File: src/rtl/mdu_divider_pkg.sv
// Shared constants for the iterative MIPS DIV/DIVU unit: width, FSM encodings, counter sizing.
package mdu_divider_pkg;

  localparam int DIV_DATA_W = 32;

  localparam logic [1:0] ST_IDLE = 2'd0;
  localparam logic [1:0] ST_CALC = 2'd1;
  localparam logic [1:0] ST_FIX  = 2'd2;
  localparam logic [1:0] ST_DONE = 2'd3;

  function automatic int cnt_width(input int w);
    return $clog2(w) + 1;
  endfunction

  localparam int DIV_CNT_W = cnt_width(DIV_DATA_W);

endpackage

File: src/rtl/mdu_divider_step.sv
// One restoring-division iteration: (DATA_W+1)-bit trial subtract, sign selects restore.
module mdu_divider_step #(
  parameter int DATA_W = 32
) (
  input  logic [DATA_W-1:0] rem_i,
  input  logic              bit_i,
  input  logic [DATA_W-1:0] dvs_i,
  output logic [DATA_W-1:0] rem_o,
  output logic              q_bit_o
);

  logic [DATA_W:0] partial;
  logic [DATA_W:0] diff;

  // rem < divisor holds between steps, so a non-negative difference always fits DATA_W bits
  assign partial = {rem_i, bit_i};
  assign diff    = partial - {1'b0, dvs_i};
  assign q_bit_o = ~diff[DATA_W];
  assign rem_o   = diff[DATA_W] ? partial[DATA_W-1:0] : diff[DATA_W-1:0];

endmodule

File: src/rtl/mdu_divider.sv
// Iterative restoring divider for MIPS DIV/DIVU: quotient to LO, remainder to HI.
// Magnitudes are divided unsigned for DATA_W cycles, then a FIX cycle applies signs.
module mdu_divider
  import mdu_divider_pkg::*;
#(
  parameter int DATA_W = DIV_DATA_W
) (
  input  logic              clk,
  input  logic              rst_n,
  input  logic              start,
  input  logic              is_signed,
  input  logic              cancel,
  input  logic [DATA_W-1:0] dividend,
  input  logic [DATA_W-1:0] divisor,
  output logic              busy,
  output logic              done,
  output logic [DATA_W-1:0] quotient,
  output logic [DATA_W-1:0] remainder,
  output logic              div_by_zero
);

  localparam int CNT_W = cnt_width(DATA_W);

  logic [1:0]        state_q, state_d;
  logic [CNT_W-1:0]  cnt_q, cnt_d;
  logic [DATA_W-1:0] rem_q, rem_d;
  logic [DATA_W-1:0] quo_q, quo_d;
  logic [DATA_W-1:0] dvs_q, dvs_d;
  logic              qneg_q, qneg_d;
  logic              rneg_q, rneg_d;
  logic              zero_q, zero_d;
  logic [DATA_W-1:0] quo_out_q, quo_out_d;
  logic [DATA_W-1:0] rem_out_q, rem_out_d;
  logic              dbz_q, dbz_d;

  logic [DATA_W-1:0] dvd_mag, dvs_mag;
  logic [DATA_W-1:0] step_rem;
  logic              step_bit;

  // Unary minus at DATA_W width keeps |-2^(DATA_W-1)| exact as an unsigned value
  assign dvd_mag = (is_signed && dividend[DATA_W-1]) ? -dividend : dividend;
  assign dvs_mag = (is_signed && divisor[DATA_W-1])  ? -divisor  : divisor;

  mdu_divider_step #(.DATA_W(DATA_W)) u_step (
    .rem_i   (rem_q),
    .bit_i   (quo_q[DATA_W-1]),
    .dvs_i   (dvs_q),
    .rem_o   (step_rem),
    .q_bit_o (step_bit)
  );

  always_comb begin
    state_d   = state_q;
    cnt_d     = cnt_q;
    rem_d     = rem_q;
    quo_d     = quo_q;
    dvs_d     = dvs_q;
    qneg_d    = qneg_q;
    rneg_d    = rneg_q;
    zero_d    = zero_q;
    quo_out_d = quo_out_q;
    rem_out_d = rem_out_q;
    dbz_d     = dbz_q;

    if (cancel) begin
      state_d = ST_IDLE;
    end else begin
      case (state_q)
        ST_IDLE, ST_DONE: begin
          state_d = ST_IDLE;
          if (start) begin
            state_d = ST_CALC;
            cnt_d   = '0;
            rem_d   = '0;
            quo_d   = dvd_mag;
            dvs_d   = dvs_mag;
            qneg_d  = is_signed & (dividend[DATA_W-1] ^ divisor[DATA_W-1]);
            rneg_d  = is_signed & dividend[DATA_W-1];
            zero_d  = (divisor == '0);
          end
        end
        ST_CALC: begin
          rem_d = step_rem;
          quo_d = {quo_q[DATA_W-2:0], step_bit};
          cnt_d = cnt_q + CNT_W'(1);
          if (cnt_q == CNT_W'(DATA_W - 1)) state_d = ST_FIX;
        end
        ST_FIX: begin
          // A zero divisor leaves the dividend magnitude in rem; re-signing restores the original
          quo_out_d = zero_q ? '1 : (qneg_q ? -quo_q : quo_q);
          rem_out_d = rneg_q ? -rem_q : rem_q;
          dbz_d     = zero_q;
          state_d   = ST_DONE;
        end
        default: state_d = ST_IDLE;
      endcase
    end
  end

  always_ff @(posedge clk or negedge rst_n) begin
    if (!rst_n) begin
      state_q   <= ST_IDLE;
      cnt_q     <= '0;
      rem_q     <= '0;
      quo_q     <= '0;
      dvs_q     <= '0;
      qneg_q    <= 1'b0;
      rneg_q    <= 1'b0;
      zero_q    <= 1'b0;
      quo_out_q <= '0;
      rem_out_q <= '0;
      dbz_q     <= 1'b0;
    end else begin
      state_q   <= state_d;
      cnt_q     <= cnt_d;
      rem_q     <= rem_d;
      quo_q     <= quo_d;
      dvs_q     <= dvs_d;
      qneg_q    <= qneg_d;
      rneg_q    <= rneg_d;
      zero_q    <= zero_d;
      quo_out_q <= quo_out_d;
      rem_out_q <= rem_out_d;
      dbz_q     <= dbz_d;
    end
  end

  assign busy        = (state_q == ST_CALC) || (state_q == ST_FIX);
  assign done        = (state_q == ST_DONE);
  assign quotient    = quo_out_q;
  assign remainder   = rem_out_q;
  assign div_by_zero = dbz_q;

endmodule

File: config.mk
export PLATFORM = sky130hd
export DESIGN_NAME = mdu_divider
export DESIGN_NICKNAME = d
export VERILOG_FILES = /design/src/rtl/mdu_divider_pkg.sv /design/src/rtl/mdu_divider_step.sv /design/src/rtl/mdu_divider.sv
export SDC_FILE = /design/constraint.sdc
export NUM_CORES = 1
export LEC_CHECK = 0
export ABC_AREA = 1
export BUFFER_PORTS_ARGS = -buffer_cell sky130_fd_sc_hd__buf_2
export CAP_MARGIN = 10
export CELL_PAD_IN_SITES_DETAIL_PLACEMENT = 1
export CELL_PAD_IN_SITES_GLOBAL_PLACEMENT = 1
export CORE_MARGIN = 2
export CORE_UTILIZATION = 46
export CTS_CLUSTER_SIZE = 28
export DETAILED_ROUTE_END_ITERATION = 8
export PLACE_DENSITY_LB_ADDON = 0.1
export REMOVE_ABC_BUFFERS = 1
export SLEW_MARGIN = 20
export SYNTH_ARGS = -nofsm -noshare
export SYNTH_HDL_FRONTEND = slang
export SYNTH_SLANG_ARGS = --single-unit
File: constraint.sdc
create_clock -name clk -period 5.9 [get_ports clk]
set_clock_uncertainty 0.2 [all_clocks]
set_input_delay 0.295 -clock clk [delete_from_list [all_inputs] [get_ports clk]]
set_output_delay 0.295 -clock clk [all_outputs]
set_load 0.03 [all_outputs]
# --- Yosys cells after proc, flatten, opt, wreduce, memory -nomap -nowiden ---
# Cells that the tools add are included.
totals:
  ff_bits: 172
  in_bits: 69
  out_inout_bits: 67
  word_cells: 54
classes:
  eq_ne: 6
  n_bitwise: 5
  n_reduce_logical: 10
  n_addsub: 6
  n_mux: 16
op_table:
  columns: ["op", "count"]
  rows:
  - ["2-to-1 mux 32 bit", 8]
  - ["negation 32 bit", 4]
  - ["one-hot mux 32 bit (2 select lines)", 2]
  - ["subtractor 33 x 32 -> 33 bit", 1]
  - ["logical NOT 32 bit", 1]
  - ["one-hot mux 6 bit (2 select lines)", 1]
  - ["adder 6 x 1 -> 6 bit (second input constant)", 1]
  - ["equality test 6 x 5 -> 1 bit (second input constant)", 1]
  - ["2-to-1 mux 6 bit", 1]
  - ["one-hot mux 2 bit (3 select lines)", 1]
  - ["AND reduction 3 bit", 2]
  - ["equality test 2 bit (second input constant)", 2]
  - ["2-to-1 mux 2 bit", 2]
  - ["!= test 3 bit (second input constant)", 1]
  - ["AND 1 bit", 2]
  - ["equality test 2 x 1 -> 1 bit (second input constant)", 1]
  - ["logical AND 1 bit", 2]
  - ["logical NOT 2 bit", 1]
  - ["!= test 2 bit (second input constant)", 1]
  - ["NOT 1 bit", 2]
  - ["AND reduction 2 bit", 1]
  - ["nonzero test 2 bit", 1]
  - ["OR reduction 2 bit", 1]
  - ["logical OR 1 bit", 1]
  - ["other kinds (2)", 2]

# --- Depth between registers and ports, before layout ---
# Gate-level depths: netlist of run 1.
depth:
  word_depth: 4
  mapped_depth: 19
  mapped_depth_nobuf: 17

# --- Cells and area by module ---
# From an unflattened synthesis of run 1, not the netlist that was laid out.
unflattened:
  cells_unflattened: 2136
  hier_area_um2: 13450.4
by_module_without_submodules:
  columns: ["mod", "cells_per_inst", "instances", "area_each_um2"]
  rows:
  - ["mdu_divider", 1456, 1, 10299.9]
  - ["mdu_divider_step", 680, 1, 3150.5]

# --- Worst setup path before layout of run 1 ---
# Ideal clock, no wire load.
synth_timing:
  kind: "register to register"
  startpoint: "register quo_q[31]"
  endpoint: "register rem_q[22]"
  required_time_ns: 5.582
  path_stages_with_launch: 20
  slack_ns: 3.482
  arrival_ns: 2.100
  period_less_slack_ns: 2.418
  path_cell_list: "dfrtp_1 > inv_1 > ha_1 > fa_1 > inv_1 > nand2_1 > nand2_1 > nand3_1 > nand2_2 > nand2_2 > nand2_4 > nand2_4 > nand2_2 > nand2_4 > nand2_4 > buf_6 > buf_12 > nand2_2 > nand3_1 > nand2_1"
synth_between:
  elab_chain_len: 3
synth_rtl:
  columns: ["element", "line_no", "rtl"]
  rows:
  - ["start: declaration", "mdu_divider.sv:27", "logic [DATA_W-1:0] quo_q, quo_d;"]
  - ["start signal: assignment", "mdu_divider.sv:117", "quo_q <= quo_d;"]
  - ["subtractor 33 x 32 -> 33 bit", "mdu_divider_step.sv:17", "assign diff = partial - {1'b0, dvs_i};"]
  - ["2-to-1 mux 32 bit", "mdu_divider_step.sv:19", "assign rem_o = diff[DATA_W] ? partial[DATA_W-1:0] : diff[DATA_W-1:0];"]
  - ["one-hot mux 32 bit (2 select lines)", "mdu_divider.sv:68", "case (state_q)"]
  - ["end signal: assignment", "mdu_divider.sv:116", "rem_q <= rem_d;"]
  - ["end: declaration", "mdu_divider.sv:26", "logic [DATA_W-1:0] rem_q, rem_d;"]
# Every way passes these cells.
# A chain may end at the register's enable or synchronous reset.

# --- Final worst setup path of run 1 ---
layout_timing:
  startpoint: "register quo_q[31]"
  endpoint: "register rem_q[11]"
# Same word-level chain as after synthesis.

==> results of run 1 <==
## where the power goes
part           switching, mW  leakage [nW]  internal [mW]
clock                  0.523         0.291          0.694
sequential             0.324          2.18           1.62
combinational           2.37          5.58          0.985
total                   3.22          8.05           3.30
## cell type report
class                   count  share of cell area
inverters                 318              0.0799
clock buffers              20              0.0305
clock inverters            12              0.0109
well taps                 378              0.0316
multi-input cells        1468               0.490
diodes                      3            0.000502
flip-flops and latches    172               0.288
repair buffers            172              0.0687
## cells by family after synthesis
kind of cell / count (synthesis) / synth area share
and+or+nand+nor: 1091 / 0.354
buffers and inverters: 378 / 0.113
AOI/OAI and AO/OA: 261 / 0.115
DFF: 172 / 0.328
xor gates and xnor gates: 74 / 0.0495
adders and majority gates: 42 / 0.0407
## Yosys cell counts (4+ instances only)
master / n
a21oi_1: 52
a22oi_1: 23
a31oi_1: 16
buf_1: 5
buf_2: 8
buf_6: 5
clkbuf_1: 41
dfrtp_1: 172
ha_1: 41
inv_1: 307
inv_2: 9
nand2_1: 599
nand2_2: 19
nand2_4: 4
nand3_1: 192
nand3_2: 4
nand3b_1: 13
nand4_1: 20
nor2_1: 194
nor3_1: 25
o211ai_1: 7
o21ai_0: 116
o21ai_1: 9
o21bai_1: 6
o221ai_1: 9
o22ai_1: 10
xnor2_1: 21
xor2_1: 53
## tightest hold or removal path, delay by kind of cell
| kind | cells | cell delay [ns] |
|---|---|---|
| compound gates | 1 | 0.14 |
| buf+inv | 1 | 0.10 |
| xor+xnor | 1 | 0.08 |
## path summary, 6_finish.rpt
path                                       to     startpoint  cells after the start
worst max register to register      rem_q[11]      quo_q[31]                     16
worst max-delay path                rem_q[11]      quo_q[31]                     16
max in group asynchronous        quotient[22]          rst_n                      3
worst min-delay path                quo_q[10]   dividend[10]                      3
min in group asynchronous        remainder[4]          rst_n                      2
worst min register to register  remainder[29]  remainder[29]                      2
## state kept, by name, summed over array words and instances (netlist names), 2 cells and up
signal     cells
rem_q         32
dvs_q         32
remainder     32
state_q        2
quotient      32
quo_q         32
cnt_q          6
## cell usage in the layout (no fill, tap or decap), types with 4 or more instances in the layout
cell,count
nor2_1,192
buf_2,134
nand2_4,4
buf_4,10
a31oi_1,16
o21bai_1,6
inv_2,9
nand2_1,599
nand3_2,4
nand3b_1,13
o21ai_1,9
nand2_2,19
or2_2,4
o21ai_0,116
xor2_1,53
nand3_1,192
inv_1,307
o221ai_1,9
nor2_2,4
ha_1,41
a21oi_1,52
nand4_1,20
o22ai_1,10
a22oi_1,23
nor3_1,25
clkinvlp_4,4
dfrtp_1,172
xnor2_1,21
o211ai_1,7
dlygate4sd3_1,27
clkbuf_16,17
## through the flow
stage | hold WS, ns | power, mW | cells
3_3_place_gp | 0.212 | 5.15 | 2481
6_report | 0.000223 | 6.52 | 2543
4_1_cts | 0.00107 | 6.53 | 2540
2_1_floorplan | -0.201 | 4.14 | 1958
3_5_place_dp | 0.226 | 5.26 | 2481
5_1_grt | 0.0152 | 6.99 | 2541
## routing by layer
layer  vias up  GRT usage  routed length, um
met4         8      0.137               1870
met3        96     0.0508               1890
met2       285      0.569              23500
met5         -          0                 58
met1      6750      0.369              19400
li1       6673          -                  -
==> flow_summary.yaml, run 1 <==
worst_setup_path:
  cp_top_family: "simple AND/OR/NAND/NOR gates"
  crit_buf_inv: 2
  crit_top_cell: "nand2_1"
  cp.required_ns: 6.03
  critPathMaxFanout: 30
  worstPathCellList: "inv_1, ha_1, fa_1, inv_1, nand2_1, nand2_1, nand3_1, nand2_2, nand2_2, nand2_4, nand2_4, nand3_2, nand2_4, nand2_1, nand3_1, nand2_1"
  worst-r2r-setup-slack_ns: 2.29
  crit_arrival_ns: 3.73
  cp_slowest_cell: "nand2_4"
  slowest_delay_ns: 0.67
  end_kind: "register"
  crit_path_start_kind: "register"
  timing_worst_setup_path_type: "register to register"
global_route:
  grt_overflow: 0
  antenna_found_initial: 7
  grt_pass1_vias: 14400
  grt_usage: 0.315
  grt_pass1_wl_um: 75100
  grt_max_degree: 83
logic_synthesis:
  syn_inst: 2018
  synth_top_area_frac: 0.328
  synth.yosys.seq_area_share: 0.328
  syn_area_per_cell_um2: 6.49
  synth_edf_count: 0
  synth_ff_type: "dfrtp_1"
  synth_area_leaders: "dfrtp_1 (33%), nand2_1 (17%), inv_1 (8.8%)"
  synth.distinct_cells: 48
  yosysWarnings: 0
  syn_area_um2: 13100
  synth_area_leader_cell: "dfrtp_1"
  ys_ff_latch: 172
  synthArstFlopShare: 1.00
sta:
  setup_ws_ns: 2.29
  timing.setup.tns_ns: 0
  finalSetupViolCount: 0
  maxSlewViolCount: 0
  min_period_ns: 3.61
  max_freq_mhz: 277
  relSlewSlack: 0.365
  final_hold_viol_count: 0
  max_slew.worst_pin.slew_ns: 0.952
  rsz0062_at_grt: "false"
  fin_crit_sh: 0.611
cts:
  clockBufferDepth: 2
  clk_latency_ns: 0.45
  cts.sinks: 172
  ctsResizeCount: 0
  cts-root-buf: "clkbuf_16"
  numCtsBuffers: 17
  tritoncts: "done"
  post-cts-setup-buffers: 0
  path_clk_slew_ns: 0.07
  h-tree-depth: 4
  hold_buffers: 27
floorplan:
  row_count: 61
  die_h_um: 173
  initial_core_util: 0.469
  ioPinCount: 136
  core-area_um2: 27900
  die_w_um: 173
  dieArea_um2: 29900
route:
  drt_wl_total_um: 46700
  vias: 13800
  drt-vias-per-instance: 5.43
  post-route-drc-count: 0
  wl_per_cell_um: 18.4
  dr.pass1.iters: 5
  drtIter0Drc: 650
  drt.antenna.violating_nets: 0
placed_design:
  pre_cts_ws_ns: 2.41
  port_buffers: 135
  dp_hpwl_um: 35400
  dpl_cell_area_um2: 14100
  gp_congestion: 0.947
power_and_ir_drop:
  p_leak_nw: 8.05
  p_per_area_nw_per_um2: 436
  ir_drop_uv: 254
worst_hold_path:
  worstHoldPathType: "input port to register"
final_layout:
  post-route-util: 0.535
  fin_nets: 2260
  multi_input_area_um2: 7330
  fin_area_um2: 15000
  nFillCells: 3854
  regArea_um2: 4300
  area_growth_pct: 14.1
  drive_above_1_share: 0.106
run_status:
  outcome: "complete, no violations"
job:
  drv_cap: 0
(Power assumes the default switching activity.)
==> inputs of run 2 (changes only) <==
Settings changed: ABC_AREA 1 to 0, CORE_UTILIZATION 46 to 40.
Clock period 5.9 ns to 3.1 ns, I/O delays scaled along.
==> run 2 against run 1 <==
The flow now finishes with violations (setup timing). Worst setup slack worse by 2.9 ns. Global-route usage down 4.9 points. Clock-buffer cell count down 1. Clock power up 86%. Register-to-register slack worse by 2.9 ns. Non-clock buffer count up 200.
==> flow_summary.yaml, run 2 <==
run_status:
  outcome: "finished, violations left"
  violations: "setup timing"
final_layout:
  nFillCells: 3366
  multi_input_area_um2: 7120
  area_growth_pct: 37.7
  antenna_cells: 0
  final_cells: 2076
  fin_nets: 1796
  drive_above_1_share: 0.262
  regArea_um2: 4300
  layout_commonest_cell: "nand2_1"
  most-common-layout-cells: "nand2_1 (189), dfrtp_1 (172), o21ai_0 (149)"
sta:
  finalSetupViolCount: 46
  maxSlewViolCount: 0
  relSlewSlack: 0.414
  setup_ws_ns: -0.565
  fin_crit_sh: 1.18
  final_hold_viol_count: 0
  timing.setup.tns_ns: -14.35
  max_slew.worst_pin.slew_ns: 0.868
  min_period_ns: 3.67
  max_freq_mhz: 273
  rsz0062_at_grt: "true"
logic_synthesis:
  ys_ff_latch: 172
  synth_ff_type: "dfrtp_1"
  yosysWarnings: 0
  synth_edf_count: 0
  synth_top_area_frac: 0.381
  synth.distinct_cells: 64
  synth_area_leaders: "dfrtp_1 (38%), o21ai_0 (7.6%), xor2_1 (6.8%)"
  synth_commonest_cells: "nand2_1 (196), dfrtp_1 (172), o21ai_0 (172)"
  syn_area_um2: 11300
  syn_inst: 1365
  synth_area_leader_cell: "dfrtp_1"
  synthArstFlopShare: 1.00
  synth.yosys.seq_area_share: 0.381
  syn_area_per_cell_um2: 8.27
  synth_most_common_cell: "nand2_1"
floorplan:
  core-area_um2: 27800
  ioPinCount: 136
  dieArea_um2: 29600
  die_w_um: 172
  row_count: 61
  initial_core_util: 0.406
  die_h_um: 172
global_route:
  grt_pass1_vias: 11900
  grt_max_degree: 103
  antenna_found_initial: 0
  grt_overflow: 0
  grt_pass1_wl_um: 61800
  grt_usage: 0.266
power_and_ir_drop:
  p_leak_nw: 7.11
  ir_drop_uv: 523
  p_per_area_nw_per_um2: 812
cts:
  cts-root-buf: "clkbuf_16"
  clk_latency_ns: 0.44
  path_clk_slew_ns: 0.07
  tritoncts: "done"
  clockBufferDepth: 2
  h-tree-depth: 4
  cts.sinks: 172
  numCtsBuffers: 17
worst_setup_path:
  end_kind: "register"
  cp.required_ns: 3.21
  rr_startpoint: "rem_q[5]"
  timing_worst_setup_path_type: "register to register"
  worst-r2r-setup-slack_ns: -0.57
  r2r_end: "remainder[28]"
  crit_path_start_kind: "register"
  reg2regPathDepth: 9
  critPathMaxFanout: 2
  crit_arrival_ns: 3.77
placed_design:
  dp_hpwl_um: 26900
  pre_cts_ws_ns: -0.608
  port_buffers: 135
  dp.cells: 1953
  gp_congestion: 0.846
route:
  drt_wl_total_um: 39800
  post-route-drc-count: 0
  drt-vias-per-instance: 5.52
  wl_per_cell_um: 19.2
  dr.pass1.iters: 4
  drtIter0Drc: 494
  drt.antenna.violating_nets: 0
  vias: 11500
worst_hold_path:
  worstHoldPathType: "input port to register"
  min-delay-start: "dividend[29]"
  min_to: "quo_q[29]"
  holdPathStages: 5
job:
  drv_cap: 0
==> run 2: changes by cell type in the layout (fill, tap and decap cells not counted), moves of 33 or more <==
| cell | change |
|---|---|
| nor2_1 | -93 |
| inv_1 | -256 |
| o21ai_0 | +33 |
| nand3_1 | -168 |
| nand2_1 | -410 |
| dlygate4sd3_1 | +37 |
| buf_4 | +135 |
| a21oi_1 | +57 |
==> run 2: layout make-up <==
cell class	instances	share of cell area
Tap cell	378	0.0304
Clock inverter	13	0.00983
Multi-Input combinational cell	1070	0.458
Timing Repair Buffer	372	0.183
Sequential cell	172	0.277
Clock buffer	19	0.0292
Inverter	52	0.0126
==> run 2: per-layer routing <==
layer / GRT usage / vias to the layer above / wire (um)
met5: 0 / - / 0
met2: 0.460 / 196 / 20000
met1: 0.348 / 5757 / 17900
met3: 0.0325 / 66 / 965
met4: 0.0855 / 0 / 1000
li1: - / 5440 / -
==> run 2: timing repair <==
action	in CTS	in global routing
setup buffers	13	13
cloned	3	3
hold buffers	64	0
pin swaps	28	39
endpoints found under the setup margin	57	65
resized for setup	96	56
hold endpoints to repair	125	0
==> run 2: kinds of logic after synthesis <==
| group | share of synthesized area |
|---|---|
| buffers and inverters | 0.0410 |
| AOI/OAI and AO/OA | 0.219 |
| and+or+nand+nor | 0.184 |
| adders and majority gates | 0.0472 |
| muxes | 0.0197 |
| xor gates and xnor gates | 0.108 |
| DFF | 0.381 |
==> run 2: how the worst max path moves through the flow <==
stage,startpoint,depth (start not counted),slack (ns),end
after detailed placement,rem_q[5],9,-0.61,remainder[30]
after global placement,rem_q[5],9,-0.57,remainder[30]
after CTS,rem_q[5],9,-0.54,remainder[28]
after floorplan,state_q[0],7,-5.29,rem_q[27]
after global routing,rem_q[5],9,-0.62,remainder[28]
final,rem_q[5],9,-0.57,remainder[28]
==> run 2: stage by stage <==
stage               total power [mW]   util  cell area, um^2  hold slack (ns)
CTS                             12.5  0.545            15200          0.00241
detailed placement              9.77  0.481            13400           0.0547
global placement                9.56  0.481            13400           0.0541
finish                          12.6  0.559            15500          0.00420
floorplan                       7.29      -            11000           -0.341
global route                    13.5  0.559            15500           0.0482
==> run 2: worst max-delay path: stages, from the launching register on <==
cell and delay [ns]:
dfrtp_1 0.40, or3_4 0.40, or4_4 0.42, or4_4 0.46, or4_4 0.46, or3_4 0.38
or4_4 0.44, o21ai_2 0.14, xor2_1 0.17, o21ai_1 0.07
==> run 2: power by group <==
part	internal, mW	switching [mW]	leakage (nW)
sequential	3.00	0.642	2.21
combinational	2.62	4.08	4.61
clock	1.25	1.02	0.294
==> inputs of run 3 (changes only) <==
Settings changed: RECOVER_POWER from default to 50.
==> run 3 against run 2 <==
Sequential share of layout area grew 0.18 points. Clock-buffer cell count is the same. Sequential cell count unchanged. Critical path type unchanged. Critical path depth unchanged. Combinational power shrank 1%. Clock power about the same. The flow finishes with violations (capacitance limit, slew limit, setup timing). Cell area fell by 0.63%.
==> flow_summary.yaml, run 3 (synthesis gave the netlist of run 2 again) <==
floorplan:
  die_h_um: 172
  core-area_um2: 27800
  row_count: 61
  dieArea_um2: 29600
  initial_core_util: 0.406
  ioPinCount: 136
  die_w_um: 172
placed_design:
  dp_hpwl_um: 26900
  pre_cts_ws_ns: -0.608
  port_buffers: 135
  gp_congestion: 0.846
worst_setup_path:
  cp_slowest_cell: "or4_4"
  reg2regPathDepth: 9
  timing_worst_setup_path_type: "register to register"
  crit_top_cell: "or4_4"
  worstPathCellList: "or3_4, or4_4, or4_4, or4_4, or3_4, or4_4, o21ai_2, xor2_1, o21ai_1"
  crit_path_start_kind: "register"
  end_kind: "register"
  cp.required_ns: 3.21
  slowest_delay_ns: 0.46
  crit_arrival_ns: 3.77
  critPathMaxFanout: 2
cts:
  clockBufferDepth: 2
  numCtsBuffers: 17
  path_clk_slew_ns: 0.07
  clk_latency_ns: 0.44
  tritoncts: "done"
  h-tree-depth: 4
  cts-root-buf: "clkbuf_16"
  cts.sinks: 172
route:
  dr.pass1.iters: 4
  drtIter0Drc: 531
  vias: 11400
  drt_wl_total_um: 39800
  drt.antenna.violating_nets: 0
  wl_per_cell_um: 19.2
  post-route-drc-count: 0
  drt-vias-per-instance: 5.51
power_and_ir_drop:
  p_per_area_nw_per_um2: 811
  ir_drop_uv: 498
  p_leak_nw: 6.89
sta:
  min_period_ns: 3.66
  maxSlewViolCount: 75
  max_slew.worst_pin.slew_ns: 2.07
  rsz0062_at_grt: "true"
  finalSetupViolCount: 46
  whs_ns: 0.00384
  relSlewSlack: -0.380
  setup_ws_ns: -0.559
  fin_crit_sh: 1.18
  final_hold_viol_count: 0
  max_freq_mhz: 273
job:
  drv_cap: 1
global_route:
  grt_usage: 0.266
  antenna_found_initial: 0
  grt_overflow: 0
  grt_max_degree: 103
  grt_pass1_wl_um: 61800
  grt_pass1_vias: 11900
run_status:
  violations: "capacitance limit, slew limit, setup timing"
  outcome: "finished, violations left"
worst_hold_path:
  holdPathStages: 5
  worstHoldPathType: "input port to register"
final_layout:
  most-common-layout-cells: "nand2_1 (189), dfrtp_1 (172), o21ai_0 (149)"
  antenna_cells: 0
  layout_commonest_cell: "nand2_1"
  nFillCells: 3400
  drive_above_1_share: 0.225
  regArea_um2: 4300
  multi_input_area_um2: 7120
  area_growth_pct: 36.8
  fin_nets: 1796
run 3: worst paths after layout:
check	startpoint	end	slack [ns]
min in group asynchronous	rst_n	quotient[26]	0.62
worst min-delay path	dividend[17]	quo_q[17]	0.004
worst max-delay path	rem_q[5]	remainder[28]	-0.56
max in group asynchronous	rst_n	dvs_q[7]	0.25
worst max register to register	rem_q[5]	remainder[28]	-0.56
worst min register to register	remainder[23]	remainder[23]	0.28
run 3: report_power, final:
group	internal, mW	total, mW	switching, mW	leakage, nW
clock	1.25	2.27	1.01	0.294
combinational	2.52	6.60	4.07	4.39
sequential	3.00	3.65	0.651	2.21
run 3: per-stage QoR:
step	util	cell area, um^2	setup TNS [ns]	std cells	power, mW
global route	0.556	15400	-29.41	2076	13.4
CTS	0.545	15200	-9.03	2065	12.5
floorplan	-	11000	-271.90	1294	7.29
finish	0.556	15400	-14.25	2076	12.5
global placement	0.481	13400	-13.33	1953	9.56
detailed placement	0.481	13400	-18.78	1953	9.77
run 3: critical path: cells and delay by family (launching register included):
family / cells / cell delay [ns]
compound gates: 2 / 0.21
xor+xnor: 1 / 0.17
simple gates: 6 / 2.56
flops: 1 / 0.40
run 3: final cells by class:
class	count	area share
clock inverter	13	0.00989
timing repair buffer	372	0.178
tap	378	0.0306
clock buffer	19	0.0293
multi-input combinational	1070	0.461
sequential	172	0.279
inverter	52	0.0126
run 3: metal layers:
metal / global-route usage / up-vias / wire length [um]
met5: 0 / - / 0
met3: 0.0325 / 64 / 1090
li1: - / 5441 / -
met4: 0.0855 / 0 / 989
met2: 0.460 / 216 / 20000
met1: 0.348 / 5723 / 17700
run 3: what timing repair did:
action,4_1_cts,5_1_grt
endpoints found under the setup margin,57,65
cloned,3,3
hold endpoints to repair,125,0
pin swaps,28,39
hold buffers,64,0
buffers inserted,13,13
gates resized for setup,96,56
